**src/rtl/music_sequencer.sv**
```systemverilog
// music_sequencer
//   Steps through the dual-note music ROM at a fixed tempo. Each beat the
//   current address is presented to the ROM and the returned {note1,note2}
//   word is captured. The word is then held on the note outputs for the
//   beat, followed by a short silent gap. Supports play/pause (level), stop
//   (pulse, rewind to 0), end-of-tune detection on note1 == END_NOTE, and
//   optional looping back to address 0.
//
//   Parameter constraints: BEAT_CYCLES >= 4, GAP_CYCLES < BEAT_CYCLES-2.
//
// Ports
//   sys_clk      in   system clock
//   sys_rst_n    in   asynchronous active-low reset
//   play         in   level: 1 = run, 0 = pause
//   stop         in   one-cycle pulse: abort and rewind to address 0
//   loop_en      in   1 = restart at address 0 on END_NOTE, 0 = halt
//   rom_addr     out  registered ROM address (ROM addr_in)
//   rom_note1    in   ROM note1, valid one cycle after rom_addr is sampled
//   rom_note2    in   ROM note2
//   note1_out    out  current note 1 to tone generator (0 = rest)
//   note2_out    out  current note 2 to tone generator (0 = rest)
//   beat_strobe  out  one-cycle pulse when new notes are loaded
//   playing      out  high while fetching, capturing or sounding
//   done         out  one-cycle pulse when the tune ends with loop_en = 0
module music_sequencer #(
  parameter int         ADDR_W      = 10,
  parameter int         MAX_ADDR    = 511,
  parameter int         BEAT_CYCLES = 12_500_000,
  parameter int         GAP_CYCLES  = 1_250_000,
  parameter logic [6:0] END_NOTE    = 7'h7F
) (
  input  logic              sys_clk,
  input  logic              sys_rst_n,
  input  logic              play,
  input  logic              stop,
  input  logic              loop_en,
  output logic [ADDR_W-1:0] rom_addr,
  input  logic [6:0]        rom_note1,
  input  logic [6:0]        rom_note2,
  output logic [6:0]        note1_out,
  output logic [6:0]        note2_out,
  output logic              beat_strobe,
  output logic              playing,
  output logic              done
);

  localparam int                CNT_W     = $clog2(BEAT_CYCLES);
  localparam logic [CNT_W-1:0]  LAST_CNT  = CNT_W'(BEAT_CYCLES - 1);
  localparam logic [CNT_W-1:0]  GAP_START = CNT_W'(BEAT_CYCLES - GAP_CYCLES);
  localparam logic [ADDR_W-1:0] LAST_ADDR = ADDR_W'(MAX_ADDR);

  typedef enum logic [2:0] {
    S_IDLE,
    S_FETCH,
    S_CAPTURE,
    S_SOUND,
    S_PAUSE
  } state_t;

  state_t            state_reg,        state_next;
  logic [ADDR_W-1:0] addr_reg,         addr_next;
  logic [CNT_W-1:0]  cnt_reg,          cnt_next;
  logic [6:0]        note1_reg,        note1_next;
  logic [6:0]        note2_reg,        note2_next;
  logic              strobe_reg,       strobe_next;
  logic              done_reg,         done_next;
  // Remembers whether the pause interrupted the sounding part of the beat;
  // a pause in FETCH/CAPTURE restarts the fetch so the ROM is re-read.
  logic              resume_sound_reg, resume_sound_next;

  always_ff @(posedge sys_clk or negedge sys_rst_n) begin
    if (!sys_rst_n) begin
      state_reg        <= S_IDLE;
      addr_reg         <= '0;
      cnt_reg          <= '0;
      note1_reg        <= '0;
      note2_reg        <= '0;
      strobe_reg       <= 1'b0;
      done_reg         <= 1'b0;
      resume_sound_reg <= 1'b0;
    end else begin
      state_reg        <= state_next;
      addr_reg         <= addr_next;
      cnt_reg          <= cnt_next;
      note1_reg        <= note1_next;
      note2_reg        <= note2_next;
      strobe_reg       <= strobe_next;
      done_reg         <= done_next;
      resume_sound_reg <= resume_sound_next;
    end
  end

  always_comb begin
    state_next        = state_reg;
    addr_next         = addr_reg;
    cnt_next          = cnt_reg;
    note1_next        = note1_reg;
    note2_next        = note2_reg;
    strobe_next       = 1'b0;
    done_next         = 1'b0;
    resume_sound_next = resume_sound_reg;

    if (stop) begin
      // Stop beats everything, including a simultaneous play.
      state_next = S_IDLE;
      addr_next  = '0;
      cnt_next   = '0;
      note1_next = '0;
      note2_next = '0;
    end else begin
      unique case (state_reg)
        S_IDLE: begin
          if (play) begin
            state_next = S_FETCH;
            cnt_next   = '0;
          end
        end

        S_FETCH: begin
          if (!play) begin
            state_next        = S_PAUSE;
            resume_sound_next = 1'b0;
          end else begin
            state_next = S_CAPTURE;
            cnt_next   = cnt_reg + CNT_W'(1);
          end
        end

        S_CAPTURE: begin
          if (!play) begin
            state_next        = S_PAUSE;
            resume_sound_next = 1'b0;
          end else if (rom_note1 == END_NOTE) begin
            // End marker is never sounded; rewind and either loop or halt.
            addr_next  = '0;
            cnt_next   = '0;
            note1_next = '0;
            note2_next = '0;
            if (loop_en) begin
              state_next = S_FETCH;
            end else begin
              state_next = S_IDLE;
              done_next  = 1'b1;
            end
          end else begin
            note1_next  = rom_note1;
            note2_next  = rom_note2;
            strobe_next = 1'b1;
            state_next  = S_SOUND;
            cnt_next    = cnt_reg + CNT_W'(1);
          end
        end

        S_SOUND: begin
          if (!play) begin
            state_next        = S_PAUSE;
            resume_sound_next = 1'b1;
          end else if (cnt_reg == LAST_CNT) begin
            addr_next  = (addr_reg == LAST_ADDR) ? '0 : addr_reg + ADDR_W'(1);
            cnt_next   = '0;
            state_next = S_FETCH;
          end else begin
            cnt_next = cnt_reg + CNT_W'(1);
          end
        end

        S_PAUSE: begin
          if (play) begin
            if (resume_sound_reg) begin
              state_next = S_SOUND;
            end else begin
              state_next = S_FETCH;
              cnt_next   = '0;
            end
          end
        end

        default: begin
          state_next = S_IDLE;
          addr_next  = '0;
          cnt_next   = '0;
        end
      endcase
    end
  end

  // SOUND is only entered at count 2, so only the gap boundary needs testing.
  logic sounding;
  assign sounding    = (state_reg == S_SOUND) && (cnt_reg < GAP_START);

  assign note1_out   = sounding ? note1_reg : 7'd0;
  assign note2_out   = sounding ? note2_reg : 7'd0;
  assign rom_addr    = addr_reg;
  assign beat_strobe = strobe_reg;
  assign done        = done_reg;
  assign playing     = (state_reg == S_FETCH) || (state_reg == S_CAPTURE) ||
                       (state_reg == S_SOUND);

endmodule

```
**config.mk**
```make
export PLATFORM = sky130hd
export DESIGN_NAME = music_sequencer
export DESIGN_NICKNAME = d
export VERILOG_FILES = /design/src/rtl/music_sequencer.sv
export SDC_FILE = /design/constraint.sdc
export NUM_CORES = 1
export LEC_CHECK = 0
export CAP_MARGIN = 10
export CORE_MARGIN = 3
export CORE_UTILIZATION = 50
export DETAILED_ROUTE_END_ITERATION = 16
export PLACE_DENSITY = 0.76
export SYNTH_ARGS = -nofsm -noshare
export SYNTH_HDL_FRONTEND = slang
export SYNTH_SLANG_ARGS = --single-unit
```
**constraint.sdc**
```tcl
create_clock -name sys_clk -period 2.8 [get_ports sys_clk]
set_input_delay 0.28 -clock sys_clk [delete_from_list [all_inputs] [get_ports sys_clk]]
set_output_delay 0.28 -clock sys_clk [all_outputs]
set_load 0.03 [all_outputs]
```
==> results of run 1 <==
==> what timing repair did <==
item / 4_1_cts / 5_1_grt
hold endpoints to repair: 21 / 0
hold buffers: 1 / 0
resized for setup: 0 / 1
setup endpoints to repair: 0 / 9
==> power groups by stage <==
| stage | Combinational, mW | Clock [mW] | Sequential (mW) |
|---|---|---|---|
| after floorplan | 0.0655 | 0 | 0.807 |
| after global placement | 0.124 | 0 | 0.813 |
| after detailed placement | 0.125 | 0 | 0.813 |
| after CTS | 0.127 | 0.461 | 0.798 |
| after global routing | 0.142 | 0.501 | 0.800 |
| final | 0.125 | 0.451 | 0.798 |
==> layout by cell type (no fill, tap or decap), types with 3 or more instances in the layout <==
cell type        Yosys  final
dfrtp_1             54     54
nor2_1              37     37
nand2_1             34     34
clkdlybuf4s50_1      0     30
nand4_1             24     24
buf_4                1     23
o21ai_0             22     22
a22o_1              21     21
nor4_1              15     15
nand3_1             14     14
xnor2_1             10     10
o21ai_1              9      9
nor3_1               9      9
o31ai_1              8      8
clkbuf_8             0      6
and3_1               4      4
or3_1                4      4
a21oi_1              5      4
o41ai_1              4      4
o21a_1               3      3
a21o_1               3      3
inv_1                3      3
xor2_1               3      3
==> final cells by class <==
type                       instances  area, um^2  area share (%)
multi-input combinational        273        1720            45.8
sequential                        54        1350            36.0
timing repair buffer              55         488            13.0
tap                               75        93.8            2.50
clock buffer                       7        86.3            2.30
inverter                           3        11.3           0.300
clock inverter                     1        5.00           0.133
==> per-layer routing <==
| layer | vias to the layer above | GRT usage [%] | part of all wire [%] |
|---|---|---|---|
| met5 | - | 0 | 0 |
| met4 | 0 | 6.47 | 1.6 |
| met3 | 12 | 3.59 | 4.9 |
| met2 | 92 | 32.9 | 46 |
| met1 | 1414 | 31.8 | 47 |
| li1 | 1402 | - | - |
==> logic make-up after synthesis <==
group                    count (synthesis)  synth area share, %
AND/OR/NAND/NOR                        166                 28.3
AO/OA/AOI/OAI                           92                 21.6
flip-flops                              54                 42.8
buffers and inverters                   23                 2.89
XOR/XNOR                                13                 3.61
adder cells (fa/ha/maj)                  2                0.792
==> through the flow <==
stage | instances | hold WS (ns) | setup slack [ns]
after floorplan | 350 | -0.0156 | 0.468
after global placement | 459 | 0.284 | 0.311
after detailed placement | 459 | 0.284 | 0.231
after CTS | 468 | 0.481 | 0.199
after global routing | 468 | 0.508 | 0.0972
final | 468 | 0.465 | 0.327
==> worst max path at each step <==
stage	from	to	slack (ns)	depth (start not counted)
after floorplan	state_reg[0]	note1_out[2]	0.47	6
after global placement	stop	cnt_reg[10]	0.31	5
after detailed placement	stop	cnt_reg[6]	0.23	5
after CTS	cnt_reg[15]	note1_out[0]	0.20	5
after global routing	state_reg[2]	cnt_reg[10]	0.1	4
final	state_reg[2]	cnt_reg[2]	0.33	4
==> run summary, run 1 <==
Pwr
- **fraction of power consumed by the clock network** 32.8%
- **total power per unit cell area** 366 nW/um^2
- **design internal power** 1.04 mW
- **proportion of power drawn by combinational gates** 9.1%
- **total power** 1.37 mW
- **IR drop worst, VDD** 0.237 mV
- **share of total power in sequential cells** 58.1%
- **static leakage** 1.52 nW
- **net switching power** 335 uW
- **switching share of power** 24.4%

Detailed routing
- **number of remaining DRC errors** 0
- **initial detailed-routing violation count** 206
- **drt via density** 6.24
- **number of vias in the routed layout** 2920
- **Pre-antenna DRT Iters** 5
- **routed length per placed instance** 16.1 um
- **Detail Route Antenna Nets** 0
- **total routed wirelength** 7.52 mm

Worst setup path
- **slowest stage cell, crit path** nor3_2
- **Crit path buffers/inverters** 0
- **internal reg-to-reg setup slack** 0.33 ns
- **maximum fanout count along the critical path** 18
- **sort of element at the start of the critical path** register
- **Cell Chain, Critical Path** a21boi_0 -> nor3_2 -> nor2_1 -> a22o_1
- **Critical R2R Capture** cnt_reg[2]
- **delay of the slowest cell on the worst path** 0.93 ns
- **number of cells on the worst reg-to-reg path** 4
- **endpoint kind of the worst setup timing path** register
- **Worst Path Arrival** 2.67 ns
- **CP top delay family** simple AND/OR/NAND/NOR gates
- **required time at the endpoint of the critical path** 2.99 ns
- **critical path class** reg -> reg
- **start of the worst register-to-register path** state_reg[2]

Yosys
- **summed instance area of the synthesized netlist** 3160 um^2
- **YS warnings** 0
- **most instantiated flip-flop cell in the synthesis netlist** dfrtp_1
- **share of flip-flops with an asynchronous set or reset after synthesis** 100%
- **Post-synth EDFFs** 0
- **cells after synthesis** 350
- **library cell occupying the most area in the post-synthesis netlist** dfrtp_1
- **Synth top cells by count** dfrtp_1 (54), nor2_1 (37), nand2_1 (34)
- **post-synthesis register bit count** 54
- **count of cell types in the netlist** 56
- **most numerous cell in the Yosys netlist** dfrtp_1
- **fraction of post-synthesis cell area in the top cell type by area** 42.8%
- **ranking of synthesized cells by area** dfrtp_1 (43%), a22o_1 (5.8%), nand4_1 (4.8%)
- **synthesized area per cell** 9.02 um^2
- **total nets after synthesis** 371
- **part of the Yosys area used for sequential elements** 42.8%

Run
- **number of maximum-capacitance constraint violations** 0

Final layout
- **max FFs per register** 24
- **antenna diode instance count** 0
- **area delta synth->final** 18.9%
- **total number of nets in the final design** 413
- **utilization after layout** 62.3%
- **cell area after layout** 3750 um^2
- **fillers** 518
- **share of layout cells above drive strength 1** 11.7%

Global routing
- **pin count of the biggest net entering global routing** 34
- **number of antenna violations at the first check in global routing** 0
- **global-route wire length before repair** 13.1 mm
- **number of global-route vias before repair** 2734
- **GRT Overall Usage** 21.7%
- **global-route congestion overflow total** 0

Placement
- **Placed Area** 3650 um^2
- **half-perimeter wire length after detailed placement** 5.28 mm
- **input/output buffers** 45
- **last weighted congestion value of the routability-driven placer** 0.868

Timing
- **number of setup violations in the final report** 0
- **clock skew after layout** 0.00869 ns
- **f_max** 0.404 GHz
- **RSZ-0062 raised after global routing** no
- **measured slew at the worst slew-check pin** 1.13 ns
- **Max-Slew Margin vs Limit** 23.9%
- **Final min period** 2.47 ns
- **final-report max-slew violation count** 0
- **Setup TNS** 0 ns
- **count of final hold-check violations** 0
- **final period utilization** 88.3%

Clock tree
- **maximum clock insertion buffer count** 2
- **CTS tree** done
- **H-tree Lvls** 2
- **Worst-Skew Late Latency** 0.31 ns
- **cell at the root of the clock tree** clkbuf_8
- **number of sinks on the clock net** 54
- **clock transition at the registers of the reported paths** 0.10 ns
- **number of buffers added for setup after CTS** 0
- **number of clock buffers inserted by TritonCTS** 5

Floorplanning
- **Top-Level Pins** 46
- **die height** 85.5 um
- **initial core utilization** 52.4%
- **standard cell core area** 6030 um^2
- **die width** 85.5 um
- **site row count** 28
- **overall die area** 7310 um^2

Run status
- **run status** finished, final reports clean

Worst hold path
- **classification of the worst-slack hold path** in -> async

No activity file was read; power rests on OpenSTA's default activity.
==> run 2: changes to the inputs <==
--- a/config.mk
+++ b/config.mk
@@ -6,10 +6,11 @@
 export NUM_CORES = 1
 export LEC_CHECK = 0
 export CAP_MARGIN = 10
-export CORE_MARGIN = 3
+export CORE_MARGIN = 2
 export CORE_UTILIZATION = 50
 export DETAILED_ROUTE_END_ITERATION = 16
 export PLACE_DENSITY = 0.76
 export SYNTH_ARGS = -nofsm -noshare
 export SYNTH_HDL_FRONTEND = slang
 export SYNTH_SLANG_ARGS = --single-unit
+export TNS_END_PERCENT = 20
==> constraint.sdc (replaced) <==
create_clock -name sys_clk -period 2.45 [get_ports sys_clk]
set_input_delay 0.245 -clock sys_clk [delete_from_list [all_inputs] [get_ports sys_clk]]
set_output_delay 0.245 -clock sys_clk [all_outputs]
set_load 0.03 [all_outputs]
==> run summary, run 2 (synthesis gave the netlist of run 1 again) <==
Worst setup path
- **sort of element at the start of the critical path** register, unchanged
- **critical path class** reg -> out, was reg -> reg
- **number of cells on the worst reg-to-reg path** 5, was 4
- **path length in cells of the critical path** 6, was 4
- **endpoint kind of the worst setup timing path** primary output, was register
- **Crit path buffers/inverters** 1, was 0
- **Worst Path Arrival** 2.00 ns, was 2.67 ns
- **maximum fanout count along the critical path** 14, was 18
- **CP top delay family** compound AO/OA/AOI/OAI gates, was simple AND/OR/NAND/NOR gates
- **required time at the endpoint of the critical path** 2.20 ns, was 2.99 ns
- **library cell appearing most often on the critical path** o21a_1
- **delay of the slowest cell on the worst path** 0.45 ns, was 0.93 ns
- **Cell Chain, Critical Path** o21a_1 -> o21a_1 -> o31ai_2 -> a21oi_4 -> o21ai_0 -> buf_4, was a21boi_0 -> nor3_2 -> nor2_1 -> a22o_1
- **slowest stage cell, crit path** dfrtp_1, was nor3_2

Global routing
- **global-route wire length before repair** 13.3 mm, was 13.1 mm
- **number of global-route vias before repair** 2668, was 2734
- **number of antenna violations at the first check in global routing** 0, unchanged
- **pin count of the biggest net entering global routing** 34, unchanged
- **GRT Overall Usage** 23.0%, was 21.7%
- **global-route congestion overflow total** 0, unchanged

Timing
- **Max-Slew Margin vs Limit** 35.4%, was 23.9%
- **Setup TNS** 0 ns, unchanged
- **final-report max-slew violation count** 0, unchanged
- **final period utilization** 91.7%
- **number of setup violations in the final report** 0, unchanged
- **measured slew at the worst slew-check pin** 0.966 ns, was 1.13 ns
- **clock skew after layout** 0.00707 ns, was 0.00869 ns
- **RSZ-0062 raised after global routing** no, unchanged
- **count of final hold-check violations** 0, unchanged
- **smallest hold slack** 0.429 ns, was 0.465 ns
- **Final min period** 2.25 ns
- **f_max** 0.445 GHz

Detailed routing
- **drt via density** 6.12, was 6.24
- **uppermost metal layer occupied by signal nets** met4, unchanged
- **Detail Route Antenna Nets** 0, unchanged
- **DR WL met2** 3.53 mm, was 3.47 mm
- **sum of routed wire segments on met1** 3.79 mm, was 3.56 mm
- **routed length per placed instance** 16.2 um, was 16.1 um
- **detailed route wirelength on metal3** 300 um, was 365 um
- **initial detailed-routing violation count** 227, was 206
- **Pre-antenna DRT Iters** 4, was 5
- **number of vias in the routed layout** 2908, was 2920
- **total routed wirelength** 7.70 mm, was 7.52 mm
- **number of remaining DRC errors** 0, unchanged

Floorplanning
- **Top-Level Pins** 46, unchanged
- **initial core utilization** 52.4%, unchanged
- **site row count** 28, unchanged
- **die height** 83.5 um, was 85.5 um
- **die width** 83.5 um, was 85.5 um
- **standard cell core area** 6030 um^2, unchanged
- **overall die area** 6970 um^2, was 7310 um^2

Final layout
- **antenna diode instance count** 0, unchanged
- **most common cell after layout, fill and taps aside** dfrtp_1, unchanged
- **fillers** 534, was 518
- **most frequent cells in the layout** dfrtp_1 (54), nor2_1 (37), nand2_1 (34), clkdlybuf4s50_1 (30), buf_4 (29), was dfrtp_1 (54), nor2_1 (37), nand2_1 (34), clkdlybuf4s50_1 (30), nand4_1 (24)
- **max FFs per register** 24, unchanged
- **share of layout cells above drive strength 1** 13.5%, was 11.7%
- **total number of nets in the final design** 420, was 413
- **area delta synth->final** 21.9%, was 18.9%

Clock tree
- **maximum clock insertion buffer count** 2, unchanged
- **number of sinks on the clock net** 54, unchanged
- **number of buffers added for setup after CTS** 0, unchanged
- **clock transition at the registers of the reported paths** 0.10 ns, about the same
- **number of clock buffers inserted by TritonCTS** 5, unchanged
- **H-tree Lvls** 2, unchanged
- **CTS tree** done, unchanged
- **Worst-Skew Late Latency** 0.32 ns, was 0.31 ns
- **cell at the root of the clock tree** clkbuf_8, unchanged

Worst hold path
- **classification of the worst-slack hold path** in -> async, unchanged

Run status
- **run status** finished, final reports clean, unchanged

Placement
- **last weighted congestion value of the routability-driven placer** 0.858, was 0.868
- **half-perimeter wire length after detailed placement** 5.38 mm, was 5.28 mm
- **input/output buffers** 45, unchanged

Pwr
- **IR drop worst, VDD** 0.223 mV, was 0.237 mV
- **total power per unit cell area** 437 nW/um^2, was 366 nW/um^2
- **static leakage** 1.56 nW, was 1.52 nW

Run
- **number of maximum-capacitance constraint violations** 0, unchanged

==> run 2: stage by stage <==
step / total power [mW] / area, um^2 / utilization, % / setup slack [ns] / instances
floorplan: 0.997 / 3160 / - / 0.153 / 350
global placement: 1.08 / 3710 / 61.6 / 0.205 / 466
detailed placement: 1.08 / 3710 / 61.6 / 0.247 / 466
CTS: 1.69 / 3840 / 63.7 / 0.111 / 475
global route: 1.75 / 3850 / 63.9 / 0.0626 / 475
finish: 1.68 / 3850 / 63.9 / 0.204 / 475
==> run 2: metal layers <==
metal / global-route usage (%) / up-vias
li1: - / 1417
met1: 33.7 / 1417
met2: 35.5 / 68
met3: 4.06 / 6
met4: 5.87 / 0
met5: 0 / -
==> run 2: final timing paths <==
| check | slack (ns) | startpoint | end |
|---|---|---|---|
| min in group sys_clk | 0.52 | loop_en | done |
| max in group asynchronous | 1.66 | sys_rst_n | note2_reg[2] |
| max reg2reg | 0.27 | cnt_reg[5] | cnt_reg[4] |
| min | 0.43 | sys_rst_n | rom_addr[5] |
| max | 0.20 | cnt_reg[4] | note1_out[6] |
| min reg2reg | 0.54 | resume_sound_reg | resume_sound_reg |
==> run 2: report_power, final <==
| part | switching, mW | internal, mW | leakage [nW] |
|---|---|---|---|
| Combinational | 0.0887 | 0.0664 | 0.755 |
| Clock | 0.313 | 0.306 | 0.0514 |
| Sequential | 0.0118 | 0.899 | 0.752 |
| Total | 0.413 | 1.27 | 1.56 |
==> run 2: what timing repair did <==
action                                  in CTS  in global routing
endpoints found under the hold margin       54                  0
resized for setup                            1                  2
hold buffers                                 1                  0
endpoints found under the setup margin       7                  5
cloned                                       0                  0
==> run 2: area by class of cell <==
class / count / area (um^2) / area share, %
clock buffer: 6 / 72.6 / 1.88
clock inverter: 2 / 37.5 / 0.975
inverter: 3 / 11.3 / 0.292
multi-input combinational: 273 / 1730 / 45.0
sequential: 54 / 1350 / 35.1
tap: 75 / 93.8 / 2.44
timing repair buffer: 62 / 553 / 14.4
==> run 2: worst register-to-register path, stage by stage, from the launching register on <==
cell	delay, ns
dfrtp_1	0.45
or4b_4	0.55
nor4_4	0.37
a21o_2	0.29
nor2_1	0.15
a22o_1	0.27
